==> config.mk <==
export PLATFORM = sky130hd
export DESIGN_NAME = boid_mem_sequencer
export DESIGN_NICKNAME = d
export VERILOG_FILES = /design/src/rtl/boid_pkg.sv /design/src/rtl/boid_axis_update.sv /design/src/rtl/boid_mem_sequencer.sv
export SDC_FILE = /design/constraint.sdc
export NUM_CORES = 1
export LEC_CHECK = 0
export CAP_MARGIN = 20
export CORE_MARGIN = 2
export CORE_UTILIZATION = 25
export DETAILED_ROUTE_END_ITERATION = 8
export GPL_TIMING_DRIVEN = 1
export PLACE_DENSITY = 0.5
export SLEW_MARGIN = 20
export SYNTH_ARGS = -nofsm -noshare
export SYNTH_HDL_FRONTEND = slang
export SYNTH_HIERARCHICAL = 1
export SYNTH_SLANG_ARGS = --single-unit
==> constraint.sdc <==
create_clock -name clk -period 10.6 [get_ports clk]
set_clock_uncertainty 0.05 [all_clocks]
set_input_delay 2.12 -clock clk [delete_from_list [all_inputs] [get_ports clk]]
set_output_delay 2.12 -clock clk [all_outputs]
set_load 0.02 [all_outputs]
==> src/rtl/boid_pkg.sv <==
// Shared definitions for the boid memory sequencer.
//   FIX_FRAC  : number of fractional bits in the signed 16.16 fixed-point format
//   fix16_t   : signed 32-bit 16.16 value as stored in boid memory
//   WB_*      : bit positions inside the 7-bit memory write-enable bus
//   state_e   : sequencer FSM states
//   clamp_sym : saturate a 33-bit signed sum into [-lim, +lim]
package boid_pkg;

    localparam int FIX_FRAC = 16;

    typedef logic signed [31:0] fix16_t;

    localparam int WB_GLOBAL = 0;
    localparam int WB_X      = 1;
    localparam int WB_Y      = 2;
    localparam int WB_VX     = 3;
    localparam int WB_VY     = 4;
    localparam int WB_VXACC  = 5;
    localparam int WB_VYACC  = 6;

    localparam logic [6:0] WB_ALL  = 7'h7F;
    localparam logic [6:0] WB_NONE = 7'h00;

    typedef enum logic [2:0] {
        ST_IDLE = 3'd0,
        ST_RD   = 3'd1,
        ST_VEL  = 3'd2,
        ST_POS  = 3'd3,
        ST_WR   = 3'd4,
        ST_DONE = 3'd5
    } state_e;

    // Symmetric saturation; lim is positive and small enough that the
    // result always fits back into 32 bits.
    function automatic fix16_t clamp_sym(input logic signed [32:0] val,
                                         input logic signed [32:0] lim);
        logic signed [32:0] res;
        if (val > lim) begin
            res = lim;
        end else if (val < -lim) begin
            res = -lim;
        end else begin
            res = val;
        end
        return res[31:0];
    endfunction

endpackage

==> src/rtl/boid_axis_update.sv <==
// One-axis kinematic update for a boid, purely combinational.
//   p_i, v_i, acc_i : current position, velocity and acceleration (16.16)
//   v_clamp_o       : v_i + acc_i saturated to +/-(VMAX<<16)
//   p_o, v_o        : p_i + v_clamp_o with edge bounce applied; v_o is the
//                     clamped velocity, negated when a bounce happened
// Parameters: MAX is the screen extent of this axis (valid positions are
// 0..MAX-1 whole pixels), VMAX the per-component speed limit in pixels/frame.
module boid_axis_update
    import boid_pkg::*;
#(
    parameter int MAX  = 640,
    parameter int VMAX = 6
) (
    input  fix16_t p_i,
    input  fix16_t v_i,
    input  fix16_t acc_i,
    output fix16_t v_clamp_o,
    output fix16_t p_o,
    output fix16_t v_o
);

    localparam logic signed [32:0] V_LIM = 33'(VMAX * (2 ** FIX_FRAC));
    localparam logic signed [32:0] P_MAX = 33'((MAX - 1) * (2 ** FIX_FRAC));

    logic signed [32:0] v_sum_s;
    logic signed [32:0] p_sum_s;
    fix16_t             v_c_s;

    // Saturating velocity integration followed by position integration and bounce.
    always_comb begin
        v_sum_s   = $signed({v_i[31], v_i}) + $signed({acc_i[31], acc_i});
        v_c_s     = clamp_sym(v_sum_s, V_LIM);
        v_clamp_o = v_c_s;
        p_sum_s   = $signed({p_i[31], p_i}) + $signed({v_c_s[31], v_c_s});
        // Landing exactly on 0 or on the last pixel is legal and does not bounce.
        if (p_sum_s < 33'sd0) begin
            p_o = 32'sd0;
            v_o = -v_c_s;
        end else if (p_sum_s > P_MAX) begin
            p_o = P_MAX[31:0];
            v_o = -v_c_s;
        end else begin
            p_o = p_sum_s[31:0];
            v_o = v_c_s;
        end
    end

endmodule

==> src/rtl/boid_mem_sequencer.sv <==
// Per-frame boid state updater: walks boids 0..num_boids-1 through
// RD -> VEL -> POS -> WR, writing integrated position/velocity back and
// clearing the acceleration accumulators.
//   clk, reset            : clock, asynchronous active-high reset
//   start                 : one-cycle request to run a pass (IDLE only)
//   busy, done            : pass in progress / one-cycle completion pulse
//   which_boid, wb_en     : memory boid select and write enables
//   *_out_32, v*_acc_out  : memory read data (combinational on which_boid)
//   *_in_32, v*_acc_in    : memory write data (accumulators always 0)
module boid_mem_sequencer
    import boid_pkg::*;
#(
    parameter int num_boids = 2,
    parameter int X_MAX     = 640,
    parameter int Y_MAX     = 480,
    parameter int VMAX      = 6
) (
    input  logic                           clk,
    input  logic                           reset,
    input  logic                           start,
    output logic                           busy,
    output logic                           done,
    output logic [$clog2(num_boids):0]     which_boid,
    output logic [6:0]                     wb_en,
    input  logic [31:0]                    x_out_32,
    input  logic [31:0]                    y_out_32,
    input  logic [31:0]                    vx_out_32,
    input  logic [31:0]                    vy_out_32,
    input  logic [31:0]                    vx_acc_out,
    input  logic [31:0]                    vy_acc_out,
    output logic [31:0]                    x_in_32,
    output logic [31:0]                    y_in_32,
    output logic [31:0]                    vx_in_32,
    output logic [31:0]                    vy_in_32,
    output logic [31:0]                    vx_acc_in,
    output logic [31:0]                    vy_acc_in
);

    localparam int                IDX_W    = $clog2(num_boids) + 1;
    localparam logic [IDX_W-1:0]  LAST_IDX = IDX_W'(num_boids - 1);

    state_e             state_q, state_d;
    logic [IDX_W-1:0]   idx_q, idx_d;
    logic               busy_q, busy_d;
    logic               done_q, done_d;
    logic [6:0]         wb_en_q, wb_en_d;
    fix16_t             x_q, x_d, y_q, y_d;
    fix16_t             vx_q, vx_d, vy_q, vy_d;
    fix16_t             ax_q, ax_d, ay_q, ay_d;
    fix16_t             x_wr_q, x_wr_d, y_wr_q, y_wr_d;
    fix16_t             vx_wr_q, vx_wr_d, vy_wr_q, vy_wr_d;

    fix16_t             x_vc_s, x_p_s, x_v_s;
    fix16_t             y_vc_s, y_p_s, y_v_s;

    // In POS the stored velocity is already clamped and the stored
    // acceleration already cleared, so the same datapath yields p + v'.
    boid_axis_update #(.MAX(X_MAX), .VMAX(VMAX)) u_axis_x (
        .p_i       (x_q),
        .v_i       (vx_q),
        .acc_i     (ax_q),
        .v_clamp_o (x_vc_s),
        .p_o       (x_p_s),
        .v_o       (x_v_s)
    );

    boid_axis_update #(.MAX(Y_MAX), .VMAX(VMAX)) u_axis_y (
        .p_i       (y_q),
        .v_i       (vy_q),
        .acc_i     (ay_q),
        .v_clamp_o (y_vc_s),
        .p_o       (y_p_s),
        .v_o       (y_v_s)
    );

    // Next-state and next-output computation for the sequencer FSM.
    always_comb begin
        state_d = state_q;
        idx_d   = idx_q;
        busy_d  = busy_q;
        done_d  = 1'b0;
        wb_en_d = WB_NONE;
        x_d     = x_q;
        y_d     = y_q;
        vx_d    = vx_q;
        vy_d    = vy_q;
        ax_d    = ax_q;
        ay_d    = ay_q;
        x_wr_d  = 32'sd0;
        y_wr_d  = 32'sd0;
        vx_wr_d = 32'sd0;
        vy_wr_d = 32'sd0;
        case (state_q)
            ST_IDLE: begin
                if (start) begin
                    idx_d   = '0;
                    busy_d  = 1'b1;
                    state_d = ST_RD;
                end else begin
                    busy_d  = 1'b0;
                    state_d = ST_IDLE;
                end
            end
            ST_RD: begin
                x_d     = fix16_t'(x_out_32);
                y_d     = fix16_t'(y_out_32);
                vx_d    = fix16_t'(vx_out_32);
                vy_d    = fix16_t'(vy_out_32);
                ax_d    = fix16_t'(vx_acc_out);
                ay_d    = fix16_t'(vy_acc_out);
                state_d = ST_VEL;
            end
            ST_VEL: begin
                vx_d    = x_vc_s;
                vy_d    = y_vc_s;
                ax_d    = 32'sd0;
                ay_d    = 32'sd0;
                state_d = ST_POS;
            end
            ST_POS: begin
                x_d     = x_p_s;
                y_d     = y_p_s;
                vx_d    = x_v_s;
                vy_d    = y_v_s;
                x_wr_d  = x_p_s;
                y_wr_d  = y_p_s;
                vx_wr_d = x_v_s;
                vy_wr_d = y_v_s;
                wb_en_d = WB_ALL;
                state_d = ST_WR;
            end
            ST_WR: begin
                if (idx_q == LAST_IDX) begin
                    done_d  = 1'b1;
                    state_d = ST_DONE;
                end else begin
                    idx_d   = idx_q + IDX_W'(1);
                    state_d = ST_RD;
                end
            end
            ST_DONE: begin
                busy_d  = 1'b0;
                state_d = ST_IDLE;
            end
            default: begin
                busy_d  = 1'b0;
                idx_d   = '0;
                state_d = ST_IDLE;
            end
        endcase
    end

    // State and output registers; reset aborts a pass and kills wb_en at once.
    always_ff @(posedge clk or posedge reset) begin
        if (reset) begin
            state_q <= ST_IDLE;
            idx_q   <= '0;
            busy_q  <= 1'b0;
            done_q  <= 1'b0;
            wb_en_q <= WB_NONE;
            x_q     <= 32'sd0;
            y_q     <= 32'sd0;
            vx_q    <= 32'sd0;
            vy_q    <= 32'sd0;
            ax_q    <= 32'sd0;
            ay_q    <= 32'sd0;
            x_wr_q  <= 32'sd0;
            y_wr_q  <= 32'sd0;
            vx_wr_q <= 32'sd0;
            vy_wr_q <= 32'sd0;
        end else begin
            state_q <= state_d;
            idx_q   <= idx_d;
            busy_q  <= busy_d;
            done_q  <= done_d;
            wb_en_q <= wb_en_d;
            x_q     <= x_d;
            y_q     <= y_d;
            vx_q    <= vx_d;
            vy_q    <= vy_d;
            ax_q    <= ax_d;
            ay_q    <= ay_d;
            x_wr_q  <= x_wr_d;
            y_wr_q  <= y_wr_d;
            vx_wr_q <= vx_wr_d;
            vy_wr_q <= vy_wr_d;
        end
    end

    assign busy       = busy_q;
    assign done       = done_q;
    assign which_boid = idx_q;
    assign wb_en      = wb_en_q;
    assign x_in_32    = x_wr_q;
    assign y_in_32    = y_wr_q;
    assign vx_in_32   = vx_wr_q;
    assign vy_in_32   = vy_wr_q;
    assign vx_acc_in  = 32'd0;
    assign vy_acc_in  = 32'd0;

endmodule

## Word-level counts from Yosys, hierarchy flattened

Index checks and enable logic that the tools add are counted.

| word-level totals | value |
|---|---|
| flip-flop bits (word level) | 334 |
| bits in latches | 0 |
| memory bits (writable) | 0 |
| ROM bits | 0 |
| input port bits | 195 |
| output and inout bits | 203 |
| word-level logic and storage cells | 79 |
| memories | 0 |

| cells by class | value |
|---|---|
| $add $sub $neg | 7 |
| multipliers | 0 |
| div/mod/pow operators | 0 |
| $lt $le $gt $ge | 8 |
| eq/ne operators | 8 |
| shifts and indexed selects | 0 |
| multiplexer cells | 33 |
| bitwise gates (word level) | 1 |
| reduce and logical (&&, ||, !) cells | 7 |

Operators by type and width:

| cell | number |
|---|---|
| $mux W32 | 16 |
| $pmux W32 S2 | 4 |
| $pmux W32 S3 | 2 |
| $add A32 B32 Y33 | 4 |
| $gt A33 B20 Y1 const B | 2 |
| $lt A33 B1 Y1 const B | 2 |
| $lt A33 B20 Y1 const B | 2 |
| $neg A32 Y32 | 2 |
| $gt A33 B26 Y1 const B | 1 |
| $gt A33 B27 Y1 const B | 1 |
| $pmux W3 S5 | 1 |
| $reduce_or A4 Y1 | 2 |
| $mux W7 | 1 |
| $eq A3 B2 Y1 const B | 2 |
| $eq A3 B3 Y1 const B | 2 |
| $pmux W2 S3 | 1 |
| $mux W1 | 4 |
| $mux W2 | 2 |
| $ne A2 B2 Y1 const B | 2 |
| $reduce_bool A2 Y1 | 2 |
| $eq A3 B1 Y1 const B | 1 |
| $logic_not A3 Y1 | 1 |
| $mux W3 | 1 |
| $reduce_and A3 Y1 | 1 |
| other kinds (5) | 5 |

## Longest topological paths before layout

Gate-level depths: netlist (run 1).

| logic depth | value |
|---|---|
| depth after elaboration | 9 |
| gate-level depth with buffers | 35 |

## Hierarchy

Netlist (run 1), hierarchy kept.

By module, submodules not included:

| module | instances | cells each | area each (um^2) |
|---|---|---|---|
| boid_mem_sequencer | 1 | 1179 | 13908.3 |
| boid_axis_update at u_axis_y | 1 | 811 | 5340.1 |
| boid_axis_update at u_axis_x | 1 | 776 | 5196.2 |

## Least setup slack after synthesis (run 1)

Ideal clock, no wire load.

| timing path | value |
|---|---|
| path type | register -> register |
| start point | register vy_q[0] |
| end point | register vy_q[1] |
| setup time | 0.064 ns |
| arrival time | 7.201 ns |
| data required time | 10.486 ns |
| slack | 3.285 ns |
| stages on the path, launching flop included | 35 |
| clock period less this slack | 7.315 ns |
| path through | dfrtp_1 ha_1 inv_1 fa_1 nor2b_4 o211a_1 o211a_1 o211a_1 o21a_1 nor2_1 nand3_1 or4b_1 or4b_1 o21a_1 buf_6 buf_6 buf_2 nor2_1 ha_1 a21o_1 a21oi_1 a21oi_1 o41a_1 a211o_1 a21oi_1 xor2_1 or3_1 o21ai_1 clkbuf_1 clkbuf_1 nand2_1 o31ai_1 mux2i_1 a211oi_1 a21o_1 |

| between the ends | value |
|---|---|
| word-level cells in the longest chain between the ends | 9 |

RTL lines:

| item | line | text |
|---|---|---|
| from (decl) | boid_mem_sequencer.sv:48 | `fix16_t vx_q, vx_d, vy_q, vy_d;` |
| from (signal assigned) | boid_mem_sequencer.sv:180 | `vy_q <= vy_d;` |
| $add A32 B32 Y33 (*) | boid_axis_update.sv:31 | `v_sum_s = $signed({v_i[31], v_i}) + $signed({acc_i[31], acc_i});` |
| $lt A33 B20 Y1 | boid_pkg.sv:40 | `end else if (val < -lim) begin` |
| $mux W32 | boid_pkg.sv:40 |  |
| $mux W32 (*) | boid_pkg.sv:38 | `if (val > lim) begin` |
| named net y_vc_s[3] | boid_mem_sequencer.sv:54 | `fix16_t y_vc_s, y_p_s, y_v_s;` |
| $add A32 B32 Y33 (*) | boid_axis_update.sv:34 | `p_sum_s = $signed({p_i[31], p_i}) + $signed({v_c_s[31], v_c_s});` |
| $gt A33 B26 Y1 | boid_axis_update.sv:39 | `end else if (p_sum_s > P_MAX) begin` |
| $mux W32 | boid_axis_update.sv:39 |  |
| $mux W32 (*) | boid_axis_update.sv:36 | `if (p_sum_s < 33'sd0) begin` |
| named net y_v_s[1] | boid_mem_sequencer.sv:54 |  |
| $pmux W32 S3 (*) | boid_mem_sequencer.sv:93 | `case (state_q)` |

Mark *: on every way through the listed nets, which the timed path passes. The rest lies on a longest branch.
A chain may end at the register's enable or synchronous reset.

## Worst setup path in the final report (run 1)

| timing path | value |
|---|---|
| start point | register vy_q[21] |
| end point | register vy_q[18] |

| between the ends | value |
|---|---|
| word-level cells in the longest chain between the ends | 9 |

RTL lines:

| item | line |
|---|---|
| $add A32 B32 Y33 (*) | boid_axis_update.sv:31 |
| $lt A33 B20 Y1 | boid_pkg.sv:40 |
| $mux W32 | boid_pkg.sv:40 |
| $mux W32 (*) | boid_pkg.sv:38 |
| named net y_vc_s[0] | boid_mem_sequencer.sv:54 |
| $add A32 B32 Y33 | boid_axis_update.sv:34 |
| $gt A33 B26 Y1 | boid_axis_update.sv:39 |
| $mux W32 | boid_axis_update.sv:39 |
| $mux W32 (*) | boid_axis_update.sv:36 |
| named net y_v_s[18] | boid_mem_sequencer.sv:54 |
| $pmux W32 S3 (*) | boid_mem_sequencer.sv:93 |

Marked as above.

==> results of run 1 <==
-- through the flow --
| step | util [%] | cells | cell area (µm²) | setup slack, ps |
|---|---|---|---|---|
| global route | 31.0 | 4298 | 30000 | 176 |
| global placement | 29.4 | 4213 | 28500 | 891 |
| CTS | 31.0 | 4295 | 30000 | 936 |
| finish | 31.0 | 4298 | 30000 | 717 |
| detailed placement | 29.4 | 4214 | 28500 | 998 |
| floorplan | - | 2840 | 24700 | 3290 |
-- where the power goes --
part | total, W | leakage, nW | switching [W] | internal [W]
Sequential | 0.00207 | 4.27 | 0.000380 | 0.00169
Combinational | 0.00783 | 8.70 | 0.00496 | 0.00287
Clock | 0.00156 | 0.729 | 0.000644 | 0.000920
-- final cells by class --
class	instances	area [µm²]	share of cell area, %
multi-input combinational	2166	14800	49.3
sequential	328	8220	27.4
timing repair buffer	363	3610	12.0
tap	1276	1600	5.32
clock buffer	63	1330	4.42
inverter	82	312	1.04
clock inverter	18	161	0.538
antenna	2	5.00	0.0167
-- worst register-to-register path, delay by kind of cell, from the launching register on --
| kind | cells | cell delay (ps) |
|---|---|---|
| flip-flops | 1 | 440 |
| buffers and inverters | 1 | 60 |
| AO/OA/AOI/OAI | 14 | 4890 |
| XOR/XNOR | 2 | 480 |
| multiplexers | 1 | 170 |
| AND/OR/NAND/NOR | 6 | 2510 |
| adder cells (fa/ha/maj) | 3 | 1230 |
-- synthesized netlist by cell type, drive strengths merged (13+ instances only) --
cell and instances:
o211a 13, nor2b 34, nand2 209, and2 27
nand2b 21, nor3 44, nor4 15, nand3 39
or3 20, a311oi 13, inv 82, a21oi 227
o21ai 176, mux2i 135, and3 146, xor2 46
clkbuf 91, and4 14, dfrtp 328, a211oi 85
a22o 66, nor2 150, o21bai 18, buf 173
o211ai 18, nand4 36, o31ai 14, o31a 17
xnor2 61, a31oi 16, a21o 109, o21a 33
ha 131
-- cells by family after synthesis --
group | count (synthesis) | share of synthesized area (%)
other cells | 3 | 0.0461
xor+xnor | 107 | 3.97
mux | 140 | 5.76
flops | 328 | 33.6
buf+inv | 346 | 7.21
fa+ha+maj | 135 | 7.03
simple gates | 811 | 17.4
compound gates | 896 | 25.0
-- layer usage --
metal | GRT usage, % | share of wire (%) | vias to the layer above | routed length [µm]
met4 | 3.58 | 1.5 | 4 | 1470
met3 | 3.29 | 5.9 | 78 | 5720
li1 | - | - | 10497 | -
met1 | 29.0 | 51 | 10787 | 49100
met5 | 0 | 0.025 | - | 24
met2 | 26.9 | 42 | 591 | 40100
-- state kept, by name, summed over array words and instances, names as in the netlist, 32 cells and up --
register and cells:
ax_q 32, ay_q 32, vx_in_32 32, vx_q 32, vy_in_32 32, vy_q 32
x_in_32 32, x_q 32, y_in_32 32, y_q 32
-- cell usage in the layout, fill, tap and decap left out, types with 12 or more instances in the layout --
cell | Yosys | final
sky130_fd_sc_hd__clkdlybuf4s50_1 | 0 | 333
sky130_fd_sc_hd__dfrtp_1 | 328 | 325
sky130_fd_sc_hd__a21oi_1 | 222 | 222
sky130_fd_sc_hd__nand2_1 | 208 | 208
sky130_fd_sc_hd__o21ai_0 | 147 | 147
sky130_fd_sc_hd__nor2_1 | 146 | 146
sky130_fd_sc_hd__and3_1 | 146 | 146
sky130_fd_sc_hd__mux2i_1 | 135 | 135
sky130_fd_sc_hd__ha_1 | 131 | 131
sky130_fd_sc_hd__a21o_1 | 109 | 109
sky130_fd_sc_hd__a211oi_1 | 82 | 82
sky130_fd_sc_hd__inv_1 | 82 | 81
sky130_fd_sc_hd__conb_1 | 3 | 77
sky130_fd_sc_hd__a22o_1 | 66 | 66
sky130_fd_sc_hd__xnor2_1 | 58 | 58
sky130_fd_sc_hd__clkbuf_16 | 0 | 47
sky130_fd_sc_hd__xor2_1 | 46 | 46
sky130_fd_sc_hd__nor3_1 | 42 | 42
sky130_fd_sc_hd__nand3_1 | 39 | 39
sky130_fd_sc_hd__nand4_1 | 36 | 36
sky130_fd_sc_hd__o21a_1 | 32 | 32
sky130_fd_sc_hd__nor2b_1 | 32 | 31
sky130_fd_sc_hd__buf_4 | 90 | 26
sky130_fd_sc_hd__and2_1 | 26 | 26
sky130_fd_sc_hd__o21ai_1 | 24 | 23
sky130_fd_sc_hd__or3_1 | 20 | 20
sky130_fd_sc_hd__nand2b_1 | 21 | 19
sky130_fd_sc_hd__o21bai_1 | 18 | 18
sky130_fd_sc_hd__o211ai_1 | 18 | 18
sky130_fd_sc_hd__o31a_1 | 17 | 17
sky130_fd_sc_hd__a31oi_1 | 16 | 15
sky130_fd_sc_hd__nor4_1 | 15 | 15
sky130_fd_sc_hd__and4_1 | 14 | 14
sky130_fd_sc_hd__o211a_1 | 13 | 13
sky130_fd_sc_hd__o31ai_1 | 12 | 12
sky130_fd_sc_hd__a311oi_1 | 12 | 12
-- worst paths after layout --
path | start | endpoint | slack (ps) | cells after the start
worst max-delay path | vy_q[21] | vy_q[18] | 720 | 27
worst min-delay path | vx_q[16] | vx_q[16] | 430 | 1
worst max register to register | vy_q[21] | vy_q[18] | 720 | 27
worst min register to register | vx_q[16] | vx_q[16] | 430 | 1
max in group asynchronous | reset | state_q[0] | 6900 | 4
min in group asynchronous | reset | vy_in_32[0] | 1730 | 2
==> impl_metrics.prom, run 1 <==
# TYPE chip_impl_metric gauge
chip_impl_metric{name="drc",unit=""} 0
chip_impl_metric{name="postSynth.asyncResetShare",unit="%"} 100
chip_impl_metric{name="worst-endpoint-required",unit="ps"} 11080
chip_impl_info{name="yosysTopAreaCell",value="sky130_fd_sc_hd__dfrtp_1"} 1
chip_impl_info{name="worst_setup_path_end_kind",value="flop"} 1
chip_impl_metric{name="die_width",unit="µm"} 317
chip_impl_metric{name="ys_seq_elements",unit=""} 328
chip_impl_metric{name="ctsHtreeMaxLevel",unit=""} 2
chip_impl_metric{name="share_of_synthesized_area_occupied_by_flip_flops_and_latches",unit="%"} 33.6
chip_impl_metric{name="pin_count_of_the_biggest_net_entering_global_routing",unit=""} 192
chip_impl_metric{name="timing.final.crit_period",unit="ps"} 9880
chip_impl_metric{name="fin_worst_hold_slack",unit="ps"} 430
chip_impl_metric{name="cts_buffer_depth",unit=""} 3
chip_impl_metric{name="synth_largest_type_area_fraction",unit="%"} 33.6
chip_impl_metric{name="drv_cap",unit=""} 0
chip_impl_info{name="setup.worst_path.start_class",value="flop"} 1
chip_impl_metric{name="power_density",unit="mW/mm²"} 382
chip_impl_metric{name="netlist_area",unit="mm²"} 0.0244
chip_impl_metric{name="gpl.final_weighted_congestion",unit=""} 0.915
chip_impl_metric{name="ir_drop",unit="µV"} 179
chip_impl_metric{name="critPathBufInv",unit=""} 1
chip_impl_metric{name="total_power",unit="W"} 0.0115
chip_impl_metric{name="power.static_leakage",unit="nW"} 13.7
chip_impl_metric{name="grt_pass1_wl",unit="mm"} 143
chip_impl_metric{name="cts.repair_timing.setup_buffer_count",unit=""} 0
chip_impl_metric{name="antenna_found_initial",unit=""} 9
chip_impl_metric{name="num_vias",unit=""} 21957
chip_impl_metric{name="count_of_pins_over_their_slew_limit",unit=""} 0
chip_impl_info{name="cts_root_buffer",value="sky130_fd_sc_hd__clkbuf_16"} 1
chip_impl_info{name="rsz_0062_raised_after_global_routing",value="no"} 1
chip_impl_metric{name="cts_resized",unit=""} 0
chip_impl_metric{name="core_region_area",unit="mm²"} 0.0969
chip_impl_metric{name="finalWirelength",unit="mm"} 96.4
chip_impl_info{name="synth_top_cells_by_area",value="sky130_fd_sc_hd__dfrtp_1, sky130_fd_sc_hd__ha_1, sky130_fd_sc_hd__mux2i_1"} 1
chip_impl_metric{name="first_global_vias",unit=""} 21718
chip_impl_info{name="ys.flop_type",value="sky130_fd_sc_hd__dfrtp_1"} 1
chip_impl_metric{name="fp.dieH",unit="µm"} 317
chip_impl_info{name="crit_slowest_cell",value="sky130_fd_sc_hd__o21ai_4"} 1
chip_impl_metric{name="num-fill-cells",unit=""} 10193
chip_impl_metric{name="ios",unit=""} 398
chip_impl_metric{name="critical-path-max-stage-delay",unit="ps"} 850
chip_impl_metric{name="first_pass_iters",unit=""} 5
chip_impl_metric{name="hold_buffers",unit=""} 0
chip_impl_metric{name="slew_headroom",unit="%"} 20.6
chip_impl_metric{name="synth_enable_flop_cells",unit=""} 0
chip_impl_metric{name="netlist_instances",unit=""} 2766
chip_impl_metric{name="share_of_final_layout_standard_cells_stronger_than_drive_strength_1",unit="%"} 5.60
chip_impl_info{name="worst_hold_path_type",value="flop to flop"} 1
chip_impl_metric{name="finalHoldViolations",unit=""} 0
chip_impl_metric{name="worst_setup_hold_path_clk_slew",unit="ps"} 50
chip_impl_info{name="path_delay_family",value="compound AO/OA/AOI/OAI gates"} 1
chip_impl_metric{name="numCtsBuffers",unit=""} 45
chip_impl_metric{name="wl_per_cell",unit="µm"} 22.4
chip_impl_metric{name="placement_rows",unit=""} 114
chip_impl_metric{name="timing_worst_slew_pin_value",unit="ps"} 1190
chip_impl_metric{name="worstSkewPairLatency",unit="ps"} 600
chip_impl_metric{name="fmax",unit="MHz"} 101
chip_impl_metric{name="post_drt_via_cell_ratio",unit=""} 5.11
chip_impl_metric{name="ant_nets",unit=""} 0
chip_impl_info{name="timing.setup.critical_path_class",value="flop to flop"} 1
chip_impl_metric{name="placement.io_buffers",unit=""} 333
chip_impl_metric{name="synth.avg_cell_area",unit="µm²"} 8.84
chip_impl_metric{name="fin_crit_sh",unit="%"} 93.2
chip_impl_metric{name="dp_hpwl",unit="mm"} 73.4
chip_impl_metric{name="finalSetupTns",unit="ps"} 0
chip_impl_metric{name="drt_first_iter_violations",unit=""} 1647
chip_impl_metric{name="synth-warning-count",unit=""} 6
chip_impl_metric{name="nets",unit=""} 3316
chip_impl_metric{name="grt.total_usage",unit="%"} 18.7
chip_impl_metric{name="overflow",unit=""} 0
chip_impl_info{name="run_status",value="finished, final reports clean"} 1
chip_impl_metric{name="ys_types",unit=""} 103
chip_impl_metric{name="setup_violations",unit=""} 0
chip_impl_info{name="tritoncts",value="built"} 1
chip_impl_metric{name="timing.critical_path.fanout_max",unit=""} 40
chip_impl_metric{name="layout-area-overhead-vs-synth",unit="%"} 22.8
chip_impl_metric{name="initial_core_util",unit="%"} 25.2
chip_impl_metric{name="cp_data_arrival_time",unit="ps"} 10360
chip_impl_metric{name="floorplan.die_area",unit="mm²"} 0.100
chip_impl_metric{name="clkSinkCount",unit=""} 328
Note: power is estimated with default switching activity, not from simulation.
==> inputs of run 2 (changes only) <==
--- a/config.mk
+++ b/config.mk
@@ -10,6 +10,7 @@
 export CORE_UTILIZATION = 25
 export DETAILED_ROUTE_END_ITERATION = 8
 export GPL_TIMING_DRIVEN = 1
+export HOLD_SLACK_MARGIN = 0.03
 export PLACE_DENSITY = 0.5
 export SLEW_MARGIN = 20
 export SYNTH_ARGS = -nofsm -noshare
==> results of run 2 <==
The final DEF is identical to that of run 1; final timing and power are the same.
==> inputs of run 3 (changes only) <==
--- a/config.mk
+++ b/config.mk
@@ -7,11 +7,11 @@
 export LEC_CHECK = 0
 export CAP_MARGIN = 20
 export CORE_MARGIN = 2
-export CORE_UTILIZATION = 25
+export CORE_UTILIZATION = 50
 export DETAILED_ROUTE_END_ITERATION = 8
 export GPL_TIMING_DRIVEN = 1
 export HOLD_SLACK_MARGIN = 0.03
-export PLACE_DENSITY = 0.5
+export PLACE_DENSITY = 0.83
 export SLEW_MARGIN = 20
 export SYNTH_ARGS = -nofsm -noshare
 export SYNTH_HDL_FRONTEND = slang
==> impl_metrics.prom, run 3 (synthesis gave the netlist of run 1 again) <==
# TYPE chip_impl_metric gauge
chip_impl_metric{name="critPathBufInv",unit=""} 1
chip_impl_metric{name="num-fill-cells",unit=""} 4230
chip_impl_info{name="hold_path_startpoint",value="vx_q[9]"} 1
chip_impl_metric{name="drt_first_iter_violations",unit=""} 2408
chip_impl_metric{name="ant_nets",unit=""} 0
chip_impl_info{name="rsz_0062_raised_after_global_routing",value="no"} 1
chip_impl_metric{name="drv_cap",unit=""} 0
chip_impl_info{name="cts_root_buffer",value="sky130_fd_sc_hd__clkbuf_16"} 1
chip_impl_metric{name="dp_hpwl",unit="mm"} 63.2
chip_impl_metric{name="num_vias",unit=""} 22731
chip_impl_metric{name="timing.critical_path.fanout_max",unit=""} 38
chip_impl_metric{name="initial_core_util",unit="%"} 50.2
chip_impl_info{name="worst_setup_path_end_kind",value="flop"} 1
chip_impl_metric{name="core_region_area",unit="mm²"} 0.0486
chip_impl_metric{name="cts.repair_timing.setup_buffer_count",unit=""} 0
chip_impl_metric{name="count_of_pins_over_their_slew_limit",unit=""} 0
chip_impl_metric{name="ios",unit=""} 398
chip_impl_metric{name="drc",unit=""} 0
chip_impl_metric{name="overflow",unit=""} 0
chip_impl_metric{name="finalWirelength",unit="mm"} 84.1
chip_impl_metric{name="worstSkewPairLatency",unit="ps"} 580
chip_impl_metric{name="grt.total_usage",unit="%"} 32.4
chip_impl_metric{name="finalSetupTns",unit="ps"} 0
chip_impl_info{name="worst_hold_path_type",value="flop to flop"} 1
chip_impl_info{name="layout.cells.most_common",value="sky130_fd_sc_hd__clkdlybuf4s50_1"} 1
chip_impl_metric{name="first_pass_iters",unit=""} 9
chip_impl_metric{name="share_of_final_layout_standard_cells_stronger_than_drive_strength_1",unit="%"} 4.77
chip_impl_metric{name="power.static_leakage",unit="nW"} 13.5
chip_impl_info{name="run_status",value="finished, final reports clean"} 1
chip_impl_metric{name="first_global_vias",unit=""} 21889
chip_impl_info{name="layout.cells.most_common_list",value="sky130_fd_sc_hd__clkdlybuf4s50_1, sky130_fd_sc_hd__dfrtp_1, sky130_fd_sc_hd__a21oi_1"} 1
chip_impl_info{name="timing.setup.critical_path_class",value="flop to flop"} 1
chip_impl_metric{name="cts_buffer_depth",unit=""} 3
chip_impl_metric{name="hold_buffers",unit=""} 0
chip_impl_metric{name="numCtsBuffers",unit=""} 39
chip_impl_metric{name="power_density",unit="mW/mm²"} 387
chip_impl_metric{name="cp_data_arrival_time",unit="ps"} 9930
chip_impl_metric{name="worst-endpoint-required",unit="ps"} 11050
chip_impl_metric{name="post_drt_via_cell_ratio",unit=""} 6.27
chip_impl_metric{name="floorplan.die_area",unit="mm²"} 0.0507
chip_impl_metric{name="layout-area-overhead-vs-synth",unit="%"} 18.2
chip_impl_metric{name="fin_crit_sh",unit="%"} 89.5
chip_impl_metric{name="die_width",unit="µm"} 225
chip_impl_metric{name="fmax",unit="MHz"} 105
chip_impl_metric{name="clkSinkCount",unit=""} 328
chip_impl_metric{name="slew_headroom",unit="%"} 25.4
chip_impl_metric{name="fin_ws",unit="ps"} 1120
chip_impl_metric{name="setup_violations",unit=""} 0
chip_impl_info{name="setup.worst_path.start_class",value="flop"} 1
chip_impl_metric{name="cts_resized",unit=""} 0
chip_impl_metric{name="timing.final.crit_period",unit="ps"} 9480
chip_impl_metric{name="wl_per_cell",unit="µm"} 23.2
chip_impl_metric{name="antenna_found_initial",unit=""} 4
chip_impl_info{name="path_delay_family",value="compound AO/OA/AOI/OAI gates"} 1
chip_impl_metric{name="grt_pass1_wl",unit="mm"} 128
chip_impl_metric{name="ctsHtreeMaxLevel",unit=""} 2
chip_impl_metric{name="timing_worst_slew_pin_value",unit="ps"} 1120
chip_impl_metric{name="worst_setup_hold_path_clk_slew",unit="ps"} 60
chip_impl_info{name="worstSetupStartpoint",value="vy_q[21]"} 1
chip_impl_metric{name="placement.io_buffers",unit=""} 333
chip_impl_info{name="tritoncts",value="built"} 1
chip_impl_metric{name="nets",unit=""} 3303
chip_impl_metric{name="detailedPlace.worstSlack",unit="ps"} 1370
chip_impl_info{name="r2r-start",value="vy_q[21]"} 1
chip_impl_metric{name="fp.dieH",unit="µm"} 225
chip_impl_metric{name="finalHoldViolations",unit=""} 0
chip_impl_metric{name="gpl.final_weighted_congestion",unit=""} 0.994
chip_impl_metric{name="pin_count_of_the_biggest_net_entering_global_routing",unit=""} 160
chip_impl_metric{name="ir_drop",unit="µV"} 266
chip_impl_info{name="crit_slowest_cell",value="sky130_fd_sc_hd__o21ai_2"} 1
chip_impl_info{name="cell_occurring_most_often_along_the_worst_timing_path",value="sky130_fd_sc_hd__a21oi_1"} 1
chip_impl_metric{name="placement_rows",unit=""} 81
chip_impl_metric{name="critical-path-max-stage-delay",unit="ps"} 870
run 3: path summary, 6_finish.rpt:
path                                   end  slack (ps)  cells past startpoint
max in group asynchronous       state_q[1]        6650                      4
worst min-delay path               vx_q[9]         430                      1
min in group asynchronous          ay_q[3]        1820                      2
worst max register to register    vy_q[18]        1120                     28
worst min register to register     vx_q[9]         430                      1
worst max-delay path              vy_q[18]        1120                     28
run 3: cell type report:
class,instances,area [µm²],share of cell area (%)
Antenna cell,2,5.00,0.0173
Clock buffer,58,1120,3.87
Clock inverter,10,149,0.515
Inverter,82,312,1.08
Multi-Input combinational cell,2166,14800,51.2
Sequential cell,328,8220,28.4
Tap cell,622,778,2.69
Timing Repair Buffer,356,3520,12.2
run 3: per-layer routing:
layer	global-route usage, %	routed length [µm]
met5	0	0
met1	48.4	38400
met4	12.5	3170
met2	46.5	35500
met3	5.28	6990
run 3: report_power, final:
| part | switching [W] | leakage [nW] | internal, W | total, W |
|---|---|---|---|---|
| clock | 0.000563 | 0.616 | 0.000804 | 0.00137 |
| sequential | 0.000443 | 4.27 | 0.00168 | 0.00213 |
| combinational | 0.00484 | 8.65 | 0.00284 | 0.00767 |
run 3: metrics by stage:
| step | cell area, µm² | hold slack [ps] | total power, W | util [%] | std cells |
|---|---|---|---|---|---|
| global route | 28900 | 455 | 0.0119 | 59.4 | 3624 |
| finish | 28900 | 432 | 0.0112 | 59.4 | 3624 |
| floorplan | 24700 | 406 | 0.00754 | - | 2840 |
| global placement | 27600 | 418 | 0.00943 | 56.7 | 3554 |
| CTS | 28900 | 436 | 0.0110 | 59.3 | 3622 |
| detailed placement | 27600 | 423 | 0.00956 | 56.7 | 3554 |
